[config.mk]
export PLATFORM = sky130hd
export DESIGN_NAME = hl2link_rx
export DESIGN_NICKNAME = d
export VERILOG_FILES = /design/src/rtl/hl2link_rx.sv
export SDC_FILE = /design/constraint.sdc
export NUM_CORES = 1
export LEC_CHECK = 0
export BUFFER_PORTS_ARGS = -buffer_cell sky130_fd_sc_hd__buf_2
export CORE_MARGIN = 1
export CORE_UTILIZATION = 45
export DETAILED_ROUTE_END_ITERATION = 10
export HOLD_SLACK_MARGIN = 0.06
export PLACE_DENSITY_LB_ADDON = 0.12
export SYNTH_ARGS = -nofsm -noshare
export SYNTH_HDL_FRONTEND = slang
export SYNTH_SLANG_ARGS = --single-unit
[constraint.sdc]
create_clock -name clk -period 4 [get_ports clk]
set_clock_uncertainty 0.05 [all_clocks]
set_input_delay 0.2 -clock clk [delete_from_list [all_inputs] [get_ports clk]]
set_output_delay 0.2 -clock clk [all_outputs]
set_load 0.03 [all_outputs]
[src/rtl/hl2link_rx.sv]
// Receive end of the 2-lane HL2 inter-board link: oversampled dibit deserializer delivering 32-bit words.
// Optional parity checking is enabled by defining HL2LINK_RX_PARITY_EN.
module hl2link_rx #(
  parameter int unsigned OVERSAMPLE  = 4,
  parameter int unsigned SYNC_STAGES = 2
) (
  input  logic        clk,
  input  logic        rst,
  input  logic [1:0]  linkrx,
  output logic [31:0] rx_data,
  output logic        rx_valid,
  input  logic        rx_ready,
  output logic        frame_err,
  output logic        overrun,
  output logic        busy
);

  localparam int unsigned PW = $clog2(OVERSAMPLE);
  localparam int unsigned SW = 2 * SYNC_STAGES;
  localparam logic [PW-1:0] PH_ONE  = PW'(1);
  localparam logic [PW-1:0] PH_MID  = PW'(OVERSAMPLE / 2);
  localparam logic [PW-1:0] PH_LAST = PW'(OVERSAMPLE - 1);

  typedef enum logic [2:0] {
    S_IDLE, S_START, S_DATA, S_PARITY, S_STOP, S_WAITIDLE
  } state_t;

  state_t        state_q, state_d;
  logic [SW-1:0] sync_q;
  logic [PW-1:0] phase_q, phase_d, phase_nxt;
  logic [3:0]    cnt_q, cnt_d;
  logic [31:0]   shreg_q, shreg_d;
  logic [31:0]   rx_data_q, rx_data_d;
  logic          rx_valid_q, rx_valid_d;
  logic          frame_err_q, frame_err_d;
  logic          overrun_q, overrun_d;
  logic          busy_q, busy_d;
  logic          deliver;
  logic [1:0]    lanes;
  logic          sample;
  logic          consume;
`ifdef HL2LINK_RX_PARITY_EN
  logic [1:0]    par_q, par_d;
  logic [1:0]    pstore_q, pstore_d;
`endif

  // Each lane pair shifts through SYNC_STAGES flops; the oldest pair is the usable lane value.
  always_ff @(posedge clk) begin
    if (rst) sync_q <= '1;
    else     sync_q <= {sync_q[SW-3:0], linkrx};
  end

  assign lanes     = sync_q[SW-1 -: 2];
  assign sample    = (phase_q == PH_LAST);
  assign phase_nxt = sample ? '0 : phase_q + PH_ONE;
  assign consume   = rx_valid_q & rx_ready;

  always_ff @(posedge clk) begin
    if (rst) begin
      state_q     <= S_IDLE;
      phase_q     <= '0;
      cnt_q       <= '0;
      shreg_q     <= '0;
      rx_data_q   <= '0;
      rx_valid_q  <= 1'b0;
      frame_err_q <= 1'b0;
      overrun_q   <= 1'b0;
      busy_q      <= 1'b0;
`ifdef HL2LINK_RX_PARITY_EN
      par_q       <= '0;
      pstore_q    <= '0;
`endif
    end else begin
      state_q     <= state_d;
      phase_q     <= phase_d;
      cnt_q       <= cnt_d;
      shreg_q     <= shreg_d;
      rx_data_q   <= rx_data_d;
      rx_valid_q  <= rx_valid_d;
      frame_err_q <= frame_err_d;
      overrun_q   <= overrun_d;
      busy_q      <= busy_d;
`ifdef HL2LINK_RX_PARITY_EN
      par_q       <= par_d;
      pstore_q    <= pstore_d;
`endif
    end
  end

  always_comb begin
    state_d     = state_q;
    phase_d     = phase_q;
    cnt_d       = cnt_q;
    shreg_d     = shreg_q;
    rx_data_d   = rx_data_q;
    rx_valid_d  = rx_valid_q;
    frame_err_d = 1'b0;
    overrun_d   = 1'b0;
    deliver     = 1'b0;
`ifdef HL2LINK_RX_PARITY_EN
    par_d       = par_q;
    pstore_d    = pstore_q;
`endif

    case (state_q)
      S_IDLE: begin
        if (lanes == 2'b00) begin
          state_d = S_START;
          phase_d = PH_ONE;
        end
      end
      // Re-check the start dibit at its midpoint to reject glitches.
      S_START: begin
        if (phase_q == PH_MID) begin
          phase_d = '0;
          cnt_d   = '0;
`ifdef HL2LINK_RX_PARITY_EN
          par_d   = '0;
`endif
          state_d = (lanes == 2'b00) ? S_DATA : S_IDLE;
        end else begin
          phase_d = phase_q + PH_ONE;
        end
      end
      S_DATA: begin
        phase_d = phase_nxt;
        if (sample) begin
          shreg_d = {shreg_q[29:0], lanes};
          cnt_d   = cnt_q + 4'd1;
`ifdef HL2LINK_RX_PARITY_EN
          par_d   = par_q ^ lanes;
`endif
          if (cnt_q == 4'd15) state_d = S_PARITY;
        end
      end
      S_PARITY: begin
        phase_d = phase_nxt;
        if (sample) begin
`ifdef HL2LINK_RX_PARITY_EN
          pstore_d = lanes;
`endif
          state_d = S_STOP;
        end
      end
      S_STOP: begin
        phase_d = phase_nxt;
        if (sample) begin
          if (lanes != 2'b11) begin
            frame_err_d = 1'b1;
            state_d     = S_WAITIDLE;
          end else begin
`ifdef HL2LINK_RX_PARITY_EN
            if (pstore_q != par_q) frame_err_d = 1'b1;
            else                   deliver     = 1'b1;
`else
            deliver = 1'b1;
`endif
            state_d = S_IDLE;
          end
        end
      end
      S_WAITIDLE: begin
        if (lanes == 2'b11) state_d = S_IDLE;
      end
      default: state_d = S_IDLE;
    endcase

    // Holding register: a same-cycle load beats the consume-clear.
    if (consume) rx_valid_d = 1'b0;
    if (deliver) begin
      if (!rx_valid_q || consume) begin
        rx_data_d  = shreg_q;
        rx_valid_d = 1'b1;
      end else begin
        overrun_d = 1'b1;
      end
    end

    busy_d = (state_d != S_IDLE);
  end

  assign rx_data   = rx_data_q;
  assign rx_valid  = rx_valid_q;
  assign frame_err = frame_err_q;
  assign overrun   = overrun_q;
  assign busy      = busy_q;

endmodule
==> qor.yml <==
routing:
  drc: 6
  routed.top_layer: "met4"
  drtAntennaViolNets: 0
  via_count: 2291
  wirelength_um: 5589
  drt_iter0_drc: 119
  drt-met1-wl_um: 2873
  wl_per_cell_um: 12.39
  firstDrtPassIters: 7
  met3_wirelength_um: 192
  wl_met2_um: 2447
  avgViaCountPerCell: 5.080
outcome:
  violations: "DRC"
  status: "finished with violations"
worst_hold_path:
  min_path_cells: 3
  worstHoldStart: "rx_ready"
  min_to: "overrun$_SDFF_PP0_"
  hold_path.class: "input port to flip-flop"
place:
  dp.cells: 434
  post-place-ws_ps: 1574
  io_buffers: 40
  place_hpwl_um: 3543
  place.gp.congestion: 0.8430
final_layout:
  fin_cells: 451
  syn_to_final_growth_pct: 14.63
  layout.nets: 380
  drive_gt1_share_pct: 16.84
  n_antenna_cell: 0
  final_util_pct: 54.20
synthesis:
  yosysWarnings: 0
  synth_cells: 336
  synth_fp_nets: 346
  synthArstFlopShare_pct: 0
  synth_area_mm2: 0.003054
  synth-edff-count: 0
  ys_seq_area_share_pct: 53.09
  synth_flop_cell: "dfxtp_1"
  yosysUniqueCellTypes: 35
  ys_ff_latch: 81
  syn_avg_cell_area_um2: 9.090
timing:
  rsz0062_at_grt: "no"
  setup_violations: 0
  min_period_ps: 2435
  finalCritPeriodShare_pct: 60.87
  hold_viol: 0
  tightest_slew_ps: 705.7
  slew_headroom_pct: 52.69
  worst_slack_ps: 1565
  tns_ps: 0
  max_freq_mhz: 410.7
  slew_viol_final: 0
clock_tree:
  root_buffer: "clkbuf_8"
  h-tree-depth: 3
  cts_setup_buffers: 0
  clock_sinks: 81
  cts_buffers: 9
  cts.clk_slew.worst_paths_ps: 80
  clock_latency_ps: 350
  cts_tree: "done"
  cts_buffer_depth: 2
  cts_resized: 0
power:
  power_density_mw_per_mm2: 410.9
  peakVddDrop_mv: 0.2236
  leakagePower_nw: 1.336
  totalPowerFinal_mw: 1.438
floorplanning:
  dieArea_mm2: 0.007121
  die_w_um: 84.39
  fp.dieH_um: 84.39
  std_cell_rows: 29
  io_pins: 41
  floorplan.core_area_mm2: 0.006459
  start_util_pct: 47.29
worst_setup_path:
  r2r_slack_ps: 1570
  worst-endpoint-arrival_ps: 2620
  path_buf_inv: 1
  r2r-end: "busy$_SDFF_PP0_"
  start_kind: "flip-flop"
  crit_fanout: 21
  crit_type: "flip-flop to flip-flop"
  crit_chain: "ha_1 > and4bb_1 > buf_4 > and4_4 > o41a_1 > or3_1"
  reg2reg_from: "phase_q[0]$_SDFFE_PP0P_"
  crit_family: "simple AND/OR/NAND/NOR gates"
  rr_worst_depth: 6
  required_ps: 4180
  critical_path.slowest_cell: "and4bb_1"
  critPathCaptureType: "flip-flop"
  cpPeakStageDelay_ps: 430
grt:
  grt_pass1_vias: 2043
  overflow: 0
  antenna_found_initial: 0
  grt_pass1_wl_um: 9418
  track_usage_pct: 16.73
  grt_max_degree: 69
job:
  cap_violations: 0
==> worst min-delay path, stage by stage <==
cell and delay (ps):
buf_2 70, nand2b_1 120, nor3_1 50
==> sequential cells by signal (all words and copies together), names as in the netlist <==
signal and count:
frame_err 1, cnt_q 4, shreg_q 32, rx_data 32, rx_valid 1, state_q 3, overrun 1, sync_q 4
busy 1, phase_q 2
==> per-stage QoR <==
stage / hold WS (ps) / cell area, µm²
after CTS: 80.50 / 3501
after global routing: 113.1 / 3501
after global placement: 327.1 / 3278
after floorplan: 247.1 / 3054
final: 91.07 / 3501
after detailed placement: 330.2 / 3278
==> Yosys cell counts, types with 2 or more instances <==
cell type | number | share of area (%)
a21oi_1 | 40 | 6.6
buf_2 | 5 | 0.82
buf_4 | 3 | 0.74
clkbuf_1 | 15 | 1.8
dfxtp_1 | 81 | 53
ha_1 | 5 | 2.0
inv_1 | 3 | 0.37
mux2i_1 | 32 | 10
nand2_1 | 70 | 8.6
nand2b_1 | 2 | 0.41
nand3b_1 | 3 | 0.74
nand4bb_1 | 2 | 0.74
nor2_1 | 37 | 4.5
nor2b_1 | 6 | 1.2
nor3_1 | 4 | 0.66
o21ai_1 | 2 | 0.33
o22a_1 | 2 | 0.57
or2_1 | 5 | 1.0
or4_1 | 2 | 0.49
xor2_1 | 2 | 0.57
==> cells by family after synthesis <==
| kind of cell | share of synthesized area [%] |
|---|---|
| AO/OA/AOI/OAI | 9.013 |
| AND/OR/NAND/NOR | 20.65 |
| adder cells (fa/ha/maj) | 2.048 |
| flip-flops | 53.09 |
| buffers and inverters | 4.137 |
| XOR/XNOR | 0.5736 |
| multiplexers | 10.49 |
==> layout make-up <==
type                       instances  area, µm²
sequential                        81       1622
fill                             609       2958
timing repair buffer              47      257.7
clock inverter                     4      51.30
clock buffer                      11      151.4
inverter                           3      11.26
multi-input combinational        228       1311
tap                               77      96.34
==> cells in the final DEF (no fill, tap or decap), types with 4 or more instances in the layout <==
| cell type | n |
|---|---|
| ha_1 | 5 |
| a21oi_1 | 40 |
| dfxtp_1 | 81 |
| buf_4 | 5 |
| nor3_1 | 4 |
| mux2i_1 | 32 |
| clkbuf_8 | 11 |
| nand2_1 | 70 |
| nor2_1 | 37 |
| nor2b_1 | 6 |
| or2_1 | 5 |
| buf_2 | 40 |
==> power breakdown <==
part           switching (mW)  internal (mW)
clock                   0.286          0.320
sequential            0.00266          0.808
combinational          0.0152        0.00646
total                   0.304           1.13
==> worst max path at each step <==
stage	startpoint	to	slack, ps	cells past startpoint
4_1_cts	phase_q[0]$_SDFFE_PP0P_	busy$_SDFF_PP0_	1550	6
6_report	phase_q[0]$_SDFFE_PP0P_	busy$_SDFF_PP0_	1570	6
3_5_place_dp	phase_q[0]$_SDFFE_PP0P_	busy$_SDFF_PP0_	1570	6
3_3_place_gp	phase_q[0]$_SDFFE_PP0P_	busy$_SDFF_PP0_	1630	6
2_1_floorplan	phase_q[0]$_SDFFE_PP0P_	busy$_SDFF_PP0_	2090	6
5_1_grt	phase_q[0]$_SDFFE_PP0P_	busy$_SDFF_PP0_	1400	6
==> metal layers <==
layer	GRT usage, %	vias up
li1	-	1185
met3	4.425	7
met5	0	-
met2	25.26	43
met1	22.33	1056
met4	8.166	0
==> what timing repair did <==
action,4_1_cts,5_1_grt
endpoints found under the setup margin,0,0
hold buffers,2,0
endpoints found under the hold margin,2,0
Power figures use the tool's default switching activity.
